**config.mk**
```make
export PLATFORM = sky130hd
export DESIGN_NAME = seg7_to_binary
export DESIGN_NICKNAME = d
export VERILOG_FILES = /design/src/rtl/seg7_to_binary.sv
export SDC_FILE = /design/constraint.sdc
export NUM_CORES = 1
export LEC_CHECK = 0
export BUFFER_PORTS_ARGS = -buffer_cell sky130_fd_sc_hd__buf_2
export CELL_PAD_IN_SITES_DETAIL_PLACEMENT = 1
export CELL_PAD_IN_SITES_GLOBAL_PLACEMENT = 1
export CORE_MARGIN = 2
export CORE_UTILIZATION = 47
export CTS_BUF_LIST = sky130_fd_sc_hd__clkbuf_8
export CTS_CLUSTER_SIZE = 14
export DETAILED_ROUTE_END_ITERATION = 16
export PLACE_DENSITY_LB_ADDON = 0.25
export SLEW_MARGIN = 20
export SYNTH_ARGS = -nofsm -noshare
export SYNTH_HDL_FRONTEND = slang
export SYNTH_SLANG_ARGS = --single-unit
```
**constraint.sdc**
```tcl
create_clock -name clk -period 2.69 [get_ports clk]
set_input_delay 0.269 -clock clk [delete_from_list [all_inputs] [get_ports clk]]
set_output_delay 0.269 -clock clk [all_outputs]
set_load 0.02 [all_outputs]
```
**src/rtl/seg7_to_binary.sv**
```systemverilog
// seg7_to_binary: turns captured hundreds/tens/ones 7-segment codes back into an 8-bit value via reverse double-dabble.
// Optional SEG7DEC_DP_CHECK_EN: a lit DP on any digit is treated as an invalid pattern.
module seg7_to_binary (
   input  logic       clk,
   input  logic       reset,
   input  logic       start,
   input  logic [7:0] l1,
   input  logic [7:0] l2,
   input  logic [7:0] l3,
   output logic       busy,
   output logic       done,
   output logic [7:0] num,
   output logic       err
);
   typedef enum logic [1:0] {IDLE, DECODE, SHIFT, FINISH} state_t;
   state_t state, state_n;
   logic [7:0] c1, c2, c3;
   logic [17:0] sr, sh, sr_n;
   logic [2:0] cnt;
   logic [4:0] d1, d2, d3;
   logic dp_bad, ok, over;
   // returns {valid, digit}; DP is masked before matching
   function automatic logic [4:0] seg(input logic [7:0] c);
      case (c & 8'hFE)
         8'hFC: seg = 5'h10;
         8'h60: seg = 5'h11;
         8'hDA: seg = 5'h12;
         8'hF2: seg = 5'h13;
         8'h66: seg = 5'h14;
         8'hB6: seg = 5'h15;
         8'hBE: seg = 5'h16;
         8'hE0: seg = 5'h17;
         8'hFE: seg = 5'h18;
         8'hE6: seg = 5'h19;
         default: seg = 5'h00;
      endcase
   endfunction
   assign d1 = seg(c1);
   assign d2 = seg(c2);
   assign d3 = seg(c3);
`ifdef SEG7DEC_DP_CHECK_EN
   assign dp_bad = c1[0] | c2[0] | c3[0];
`else
   assign dp_bad = 1'b0;
`endif
   assign ok = d1[4] & d2[4] & d3[4] & (d1[3:0] <= 4'd2) & ~dp_bad;
   assign sh = sr >> 1;
   assign sr_n = {sh[17:16],
                  sh[15:12] >= 4'd8 ? sh[15:12] - 4'd3 : sh[15:12],
                  sh[11:8] >= 4'd8 ? sh[11:8] - 4'd3 : sh[11:8],
                  sh[7:0]};
   // any BCD left after the last shift means the value exceeded 255
   assign over = |sr_n[17:8];
   assign busy = state != IDLE;
   assign done = state == FINISH;
   always_ff @(posedge clk or posedge reset)
      if (reset) state <= IDLE;
      else state <= state_n;
   always_comb begin
      state_n = state;
      case (state)
         IDLE:   state_n = start ? DECODE : IDLE;
         DECODE: state_n = ok ? SHIFT : FINISH;
         SHIFT:  state_n = cnt == 3'd7 ? FINISH : SHIFT;
         FINISH: state_n = IDLE;
      endcase
   end
   always_ff @(posedge clk or posedge reset)
      if (reset) begin
         c1 <= '0;
         c2 <= '0;
         c3 <= '0;
         sr <= '0;
         cnt <= '0;
         num <= '0;
         err <= 1'b0;
      end else begin
         case (state)
            IDLE:
               if (start) begin
                  c1 <= l1;
                  c2 <= l2;
                  c3 <= l3;
               end
            DECODE:
               if (ok) begin
                  sr <= {d1[1:0], d2[3:0], d3[3:0], 8'd0};
                  cnt <= '0;
               end else begin
                  num <= '0;
                  err <= 1'b1;
               end
            SHIFT: begin
               sr <= sr_n;
               cnt <= cnt + 3'd1;
               if (cnt == 3'd7) begin
                  num <= over ? 8'd0 : sr_n[7:0];
                  err <= over;
               end
            end
            FINISH: ;
         endcase
      end
endmodule
```
==> results of run 1 <==
## synth_stat cells, drive strengths merged (2+ instances only)
library cell,instances
o221a,4
a32o,2
ha,11
nor3,5
mux2,30
nand3b,3
nand2,21
or4,2
and3,5
o21ai,13
xor2,8
nor4,2
a21oi,9
xnor2,5
a22o,3
inv,21
nor4bb,4
nor4b,3
a21o,4
a31oi,6
dfrtp,52
buf,12
o221ai,2
clkbuf,11
nand3,7
nor2,14
o22ai,7
o2111ai,3
nor2b,2
nand4,5
## stage by stage
stage / instances / setup WS [ps] / hold slack, ps / area, µm²
3_3_place_gp: 395 / 316.9 / 464.0 / 3287
6_report: 403 / 278.7 / 126.7 / 3379
2_1_floorplan: 296 / 373.2 / 385.8 / 3075
3_5_place_dp: 395 / 281.1 / 474.2 / 3287
5_1_grt: 403 / 56.68 / 178.3 / 3379
4_1_cts: 403 / 267.5 / 151.5 / 3379
## flip-flops by register name, summed over array words and instances (netlist names)
signal and cells:
sr 17, num 8, err 1, cnt 3, c1 7, c2 7
state 2, c3 7
## power by group
| part | leakage [µW] | switching (µW) | total, µW | internal, µW |
|---|---|---|---|---|
| clock | 0.0000404 | 271 | 455 | 185 |
| sequential | 0.000646 | 470 | 1560 | 1090 |
| combinational | 0.000861 | 865 | 1710 | 842 |
## metal layers
metal  routed length, µm  vias to the layer above
li1                    -                     1127
met2                3330                       36
met1                3047                     1156
met5                   0                        -
met3                 177                        4
met4                  65                        0
## how the worst min path moves through the flow
stage / start / endpoint / slack (ps) / depth (start not counted)
global placement: sr[8]$_DFFE_PP0P_ / sr[8]$_DFFE_PP0P_ / 460 / 2
global route: reset / num[4]$_DFFE_PP0P_ / 180 / 3
CTS: reset / sr[3]$_DFFE_PP0P_ / 150 / 3
detailed placement: sr[8]$_DFFE_PP0P_ / sr[8]$_DFFE_PP0P_ / 470 / 2
floorplan: start / state[0]$_DFF_PP0_ / 390 / 2
finish: reset / num[6]$_DFFE_PP0P_ / 130 / 3
## critical path: cells and delay by family, from the launching register on
| family | cells | cell delay, ps |
|---|---|---|
| flip-flops | 1 | 500 |
| buffers and inverters | 1 | 210 |
| AND/OR/NAND/NOR | 2 | 800 |
| multiplexers | 1 | 320 |
| AO/OA/AOI/OAI | 3 | 480 |
## cell families (layout without fill, tap and decap cells)
group,after synthesis,count (layout),synth area share (%)
AOI/OAI and AO/OA,64,64,15.34
xor gates and xnor gates,13,13,3.702
DFF,52,52,42.31
buffers and inverters,44,74,7.038
adders and majority gates,11,11,4.475
and+or+nand+nor,81,81,14.73
muxes,31,31,12.41
## final cells by class
class	count	share of cell area, %
Clock buffer	5	2.036
Clock inverter	3	0.7034
Inverter	21	2.332
Multi-Input combinational cell	200	46.09
Sequential cell	52	38.50
Tap cell	77	2.851
Timing Repair Buffer	45	7.479
==> results by group, run 1 <==
Status
  • Outcome: complete, no violations

Yosys
  • Yosys reg bits: 52
  • Commonest register cell after synthesis: dfrtp_1
  • Top post-synthesis cells by area: dfrtp_1 42%, mux2_2 7.7%, ha_1 4.5%
  • Biggest area consumer among synthesized cells: dfrtp_1
  • Post-Syn Nets: 334
  • Async set-reset flop share out of synthesis: 100.0%
  • Synthesized area per cell: 10.39 µm²
  • Syn Inst Count: 296
  • Seq/Total Area, Yosys: 42.31%
  • Synthesized cell area: 3075 µm²
  • Yosys cell types: 58
  • EDFF count, synth: 0
  • Yosys top cell area share: 42.31%
  • Yosys warns: 0

Floorplanning
  • Die X: 84.89 µm
  • Die area: 7206 µm²
  • Core ar.: 6350 µm²
  • Die Y-Extent: 84.89 µm
  • Initial Utilization: 48.43%
  • # rows: 29
  • # IOs: 38

Final layout
  • Layout area overhead: 9.886%
  • Layout cell share with drive strength beyond 1: 30.37%
  • Antenna Cells: 0
  • Filler instances: 718
  • Area of the multi-input gates: 1558 µm²
  • Commonest non-fill, non-tap cell in the layout: dfrtp_1
  • Layout Utilization: 53.22%
  • Most frequent cells in the layout: 52 x dfrtp_1, 34 x buf_2, 21 x nand2_1, 21 x mux2_2, 20 x inv_1
  • Final nets: 363
  • Sequential cell area: 1301 µm²

Worst setup path
  • Crit-path cells: or4_1 -> o31a_2 -> o221ai_2 -> and3_1 -> a21o_1 -> buf_4 -> mux2_4
  • CP Capture Type: flip-flop
  • Critical Path End: num[5]$_DFFE_PP0P_
  • Critical Path RT: 2890 ps
  • R2R depth: 7
  • Reg-to-Reg Start: c2[2]$_DFFE_PP0P_
  • CP max stage cell: or4_1
  • R2r setup slk: 280 ps
  • Arrival time at the worst endpoint: 2610 ps
  • CP Max Fanout: 10
  • Max stage delay on crit path: 560 ps
  • Worst Setup SP: c2[2]$_DFFE_PP0P_
  • Worst setup SP type: flip-flop
  • Worst R2R End: num[5]$_DFFE_PP0P_
  • Setup CP Type: flip-flop to flip-flop

Place
  • Port Buffer Count: 34
  • Post-DP HPWL: 4.945 mm
  • RePlAce Congestion: 0.8318

Global routing
  • First-pass GRT wire length: 11.52 mm
  • Vias in the first global route: 2361
  • Met3 usage: 3.307%
  • Largest net degree at the start of global routing: 53
  • Met2 Resource Use GR: 34.72%
  • Total gr overflow: 0
  • Gr usage total: 19.85%
  • Met1 Use GR: 25.75%
  • Busiest grt layer: met2
  • Antenna violations before repair: 0

Timing
  • RSZ-0062 raised after global routing: no
  • FMAX: 0.4147 GHz
  • Final hold viol count: 0
  • Final setup vio count: 0
  • Setup tns final: 0 ps
  • Worst-margin pin slew: 658.4 ps
  • Post-layout min period: 2411 ps
  • Worst clock skew: 8.615 ps
  • Max-slew violation total from the final report: 0
  • Rel. slew slack: 56.11%
  • Tcrit/Tclk final: 89.64%

Routing
  • DR vias: 2323
  • # DRC: 0
  • DRT antenna net count: 0
  • Vias per std cell: 5.764
  • DRT iter0 DRCs: 70
  • WL final: 6.621 mm
  • Drt first pass iters: 4
  • Wire per inst: 16.43 µm

Power and ir drop
  • Total power draw: 3719 µW
  • Maximum VDD drop: 529.1 µV
  • P_leak: 0.001547 µW
  • Pwr per Cell Area: 1101 nW/µm²

Run
  • Max-cap viol count: 0

Clock network
  • Post-CTS Hold Buffers: 0
  • H-tree depth: 2
  • Clk sinks: 52
  • Clock transition at path regs: 90 ps
  • CTS Buf Count: 5
  • CTS tree: yes
  • CTS resizes: 0
  • Root Buffer: clkbuf_8
  • Skew-Pair Late Insertion Delay: 310 ps
  • Max clock buf depth: 2
  • Post-CTS setup buffers: 0

Hold path
  • Min-delay worst type: input pin to asynchronous set/reset pin
Note: power is estimated with default switching activity, not from simulation.
==> run 2, diff against run 1 <==
- GPL_ROUTABILITY_DRIVEN: not set -> 1
- GPL_TIMING_DRIVEN: not set -> 1
- REMOVE_ABC_BUFFERS: not set -> 1
==> run 2 against run 1 <==
  * Non-clock buffer count is 6 higher
  * Maximum frequency is 1.3% lower
  * Sequential power is 4% lower
  * Count of clock-buffer cells in the layout stayed put
  * First-iteration DRC count is 5.7% lower
  * Worst setup slack worse by 33 ps
  * Sequential share of layout area is 0.78 points lower
  * Clock skew is 1.3 ps higher
  * Highest routed layer unchanged
  * Cell count is 1.5% higher
  * Clock power is 24% higher
  * Utilization is 1.1 points higher
  * Critical path depth stayed put
==> results by group, run 2 (synthesized netlist as in run 1, its figures left out) <==
Global routing
  • Largest net degree at the start of global routing: 25
  • Total gr overflow: 0
  • Gr usage total: 20.87%
  • First-pass GRT wire length: 12.25 mm
  • Antenna violations before repair: 0
  • Vias in the first global route: 2449

Clock network
  • CTS tree: yes
  • Root Buffer: clkbuf_8
  • Skew-Pair Late Insertion Delay: 320 ps
  • H-tree depth: 2
  • Clk sinks: 52
  • Max clock buf depth: 2
  • Post-CTS setup buffers: 0
  • Post-CTS Hold Buffers: 1
  • CTS resizes: 0
  • CTS Buf Count: 5
  • Clock transition at path regs: 100 ps

Worst setup path
  • Critical Path RT: 2900 ps
  • Max stage delay on crit path: 540 ps
  • CP Max Fanout: 12
  • Worst path bufs/invs: 1
  • CP delay by family, top: simple AND/OR/NAND/NOR gates
  • CP max stage cell: dfrtp_1
  • Worst setup SP type: flip-flop
  • Crit-path cells: or4_1 -> o31a_2 -> o221ai_2 -> and3_1 -> a21o_1 -> buf_4 -> mux2_4
  • Setup CP Type: flip-flop to flip-flop
  • Arrival time at the worst endpoint: 2660 ps
  • CP Capture Type: flip-flop

Routing
  • Wire per inst: 16.66 µm
  • # DRC: 0
  • DRT antenna net count: 0
  • Drt first pass iters: 4
  • WL final: 6.813 mm
  • DRT iter0 DRCs: 66
  • Vias per std cell: 5.748
  • DR vias: 2351

Run
  • Max-cap viol count: 0

Floorplanning
  • # rows: 29
  • Die Y-Extent: 84.89 µm
  • Initial Utilization: 48.43%
  • Core ar.: 6350 µm²
  • Die area: 7206 µm²
  • Die X: 84.89 µm
  • # IOs: 38

Final layout
  • Layout area overhead: 12.16%
  • Register with the most flip-flops: sr
  • Fin cells: 409
  • Final nets: 369
  • Most frequent cells in the layout: 52 x dfrtp_1, 34 x buf_2, 21 x nand2_1, 21 x mux2_2, 20 x inv_1
  • Max reg flops: 17
  • Antenna Cells: 0
  • Final instance area: 3450 µm²
  • Largest regs: sr x17, num x8
  • Commonest non-fill, non-tap cell in the layout: dfrtp_1
  • Layout cell share with drive strength beyond 1: 31.33%

Power and ir drop
  • Pwr per Cell Area: 1122 nW/µm²
  • Total power draw: 3872 µW
  • Maximum VDD drop: 610.4 µV
  • P_leak: 0.001590 µW

Status
  • Outcome: complete, no violations

Timing
  • Worst clock skew: 9.907 ps
  • Tcrit/Tclk final: 90.86%
  • FMAX: 0.4092 GHz
  • Post-layout min period: 2444 ps
  • Final worst slack: 246.0 ps
  • Worst-margin pin slew: 560.5 ps
  • Final hold viol count: 0
  • Setup tns final: 0 ps
  • Rel. slew slack: 62.14%
  • Max-slew violation total from the final report: 0
  • Final setup vio count: 0
  • RSZ-0062 raised after global routing: no

Place
  • Placed cells: 400
  • Port Buffer Count: 34
  • Post-DP HPWL: 4.940 mm
  • RePlAce Congestion: 0.7995
  • Post-placement cell area: 3324 µm²
  • Pre-CTS setup slack: 286.8 ps

Hold path
  • Min-delay worst type: input pin to flip-flop
[run 2: per-layer routing]
layer | global-route usage (%) | vias up | share of wire (%)
li1 | - | 1140 | -
met1 | 29.80 | 1168 | 48
met2 | 33.14 | 36 | 48
met3 | 3.210 | 7 | 2.7
met4 | 6.061 | 0 | 1.4
met5 | 0 | - | 0
[run 2: stage by stage]
| step | util, % | hold WS, ps |
|---|---|---|
| after floorplan | - | 385.8 |
| after global placement | 52.35 | 228.9 |
| after detailed placement | 52.35 | 254.1 |
| after CTS | 54.33 | 166.8 |
| after global routing | 54.33 | 170.9 |
| final | 54.33 | 170.4 |
[run 2: area by class of cell]
cell class	instances	area, µm²
clock buffers	5	68.82
clock inverters	3	46.29
fillers	731	2900
inverters	21	78.83
multi-input cells	200	1558
flip-flops and latches	52	1301
well taps	77	96.34
repair buffers	51	300.3
[run 2: where the power goes]
group / leakage [µW] / internal (µW) / total [µW] / switching, µW
logic: 0.000890 / 884 / 1810 / 927
clock network: 0.0000548 / 281 / 564 / 284
registers: 0.000646 / 1090 / 1500 / 410
total: 0.00159 / 2250 / 3870 / 1620
[run 2: final timing paths]
| kind | from | endpoint | slack [ps] | cells past startpoint |
|---|---|---|---|---|
| worst max-delay path | c2[4]$_DFFE_PP0P_ | num[3]$_DFFE_PP0P_ | 250 | 7 |
| worst min-delay path | l1[2] | c1[2]$_DFFE_PP0P_ | 170 | 2 |
| worst max register to register | c2[4]$_DFFE_PP0P_ | num[3]$_DFFE_PP0P_ | 250 | 7 |
| worst min register to register | err$_DFFE_PP0P_ | err$_DFFE_PP0P_ | 520 | 1 |
| max in group asynchronous | reset | sr[16]$_DFFE_PP0P_ | 1640 | 4 |
| min in group asynchronous | reset | c2[1]$_DFFE_PP0P_ | 430 | 3 |
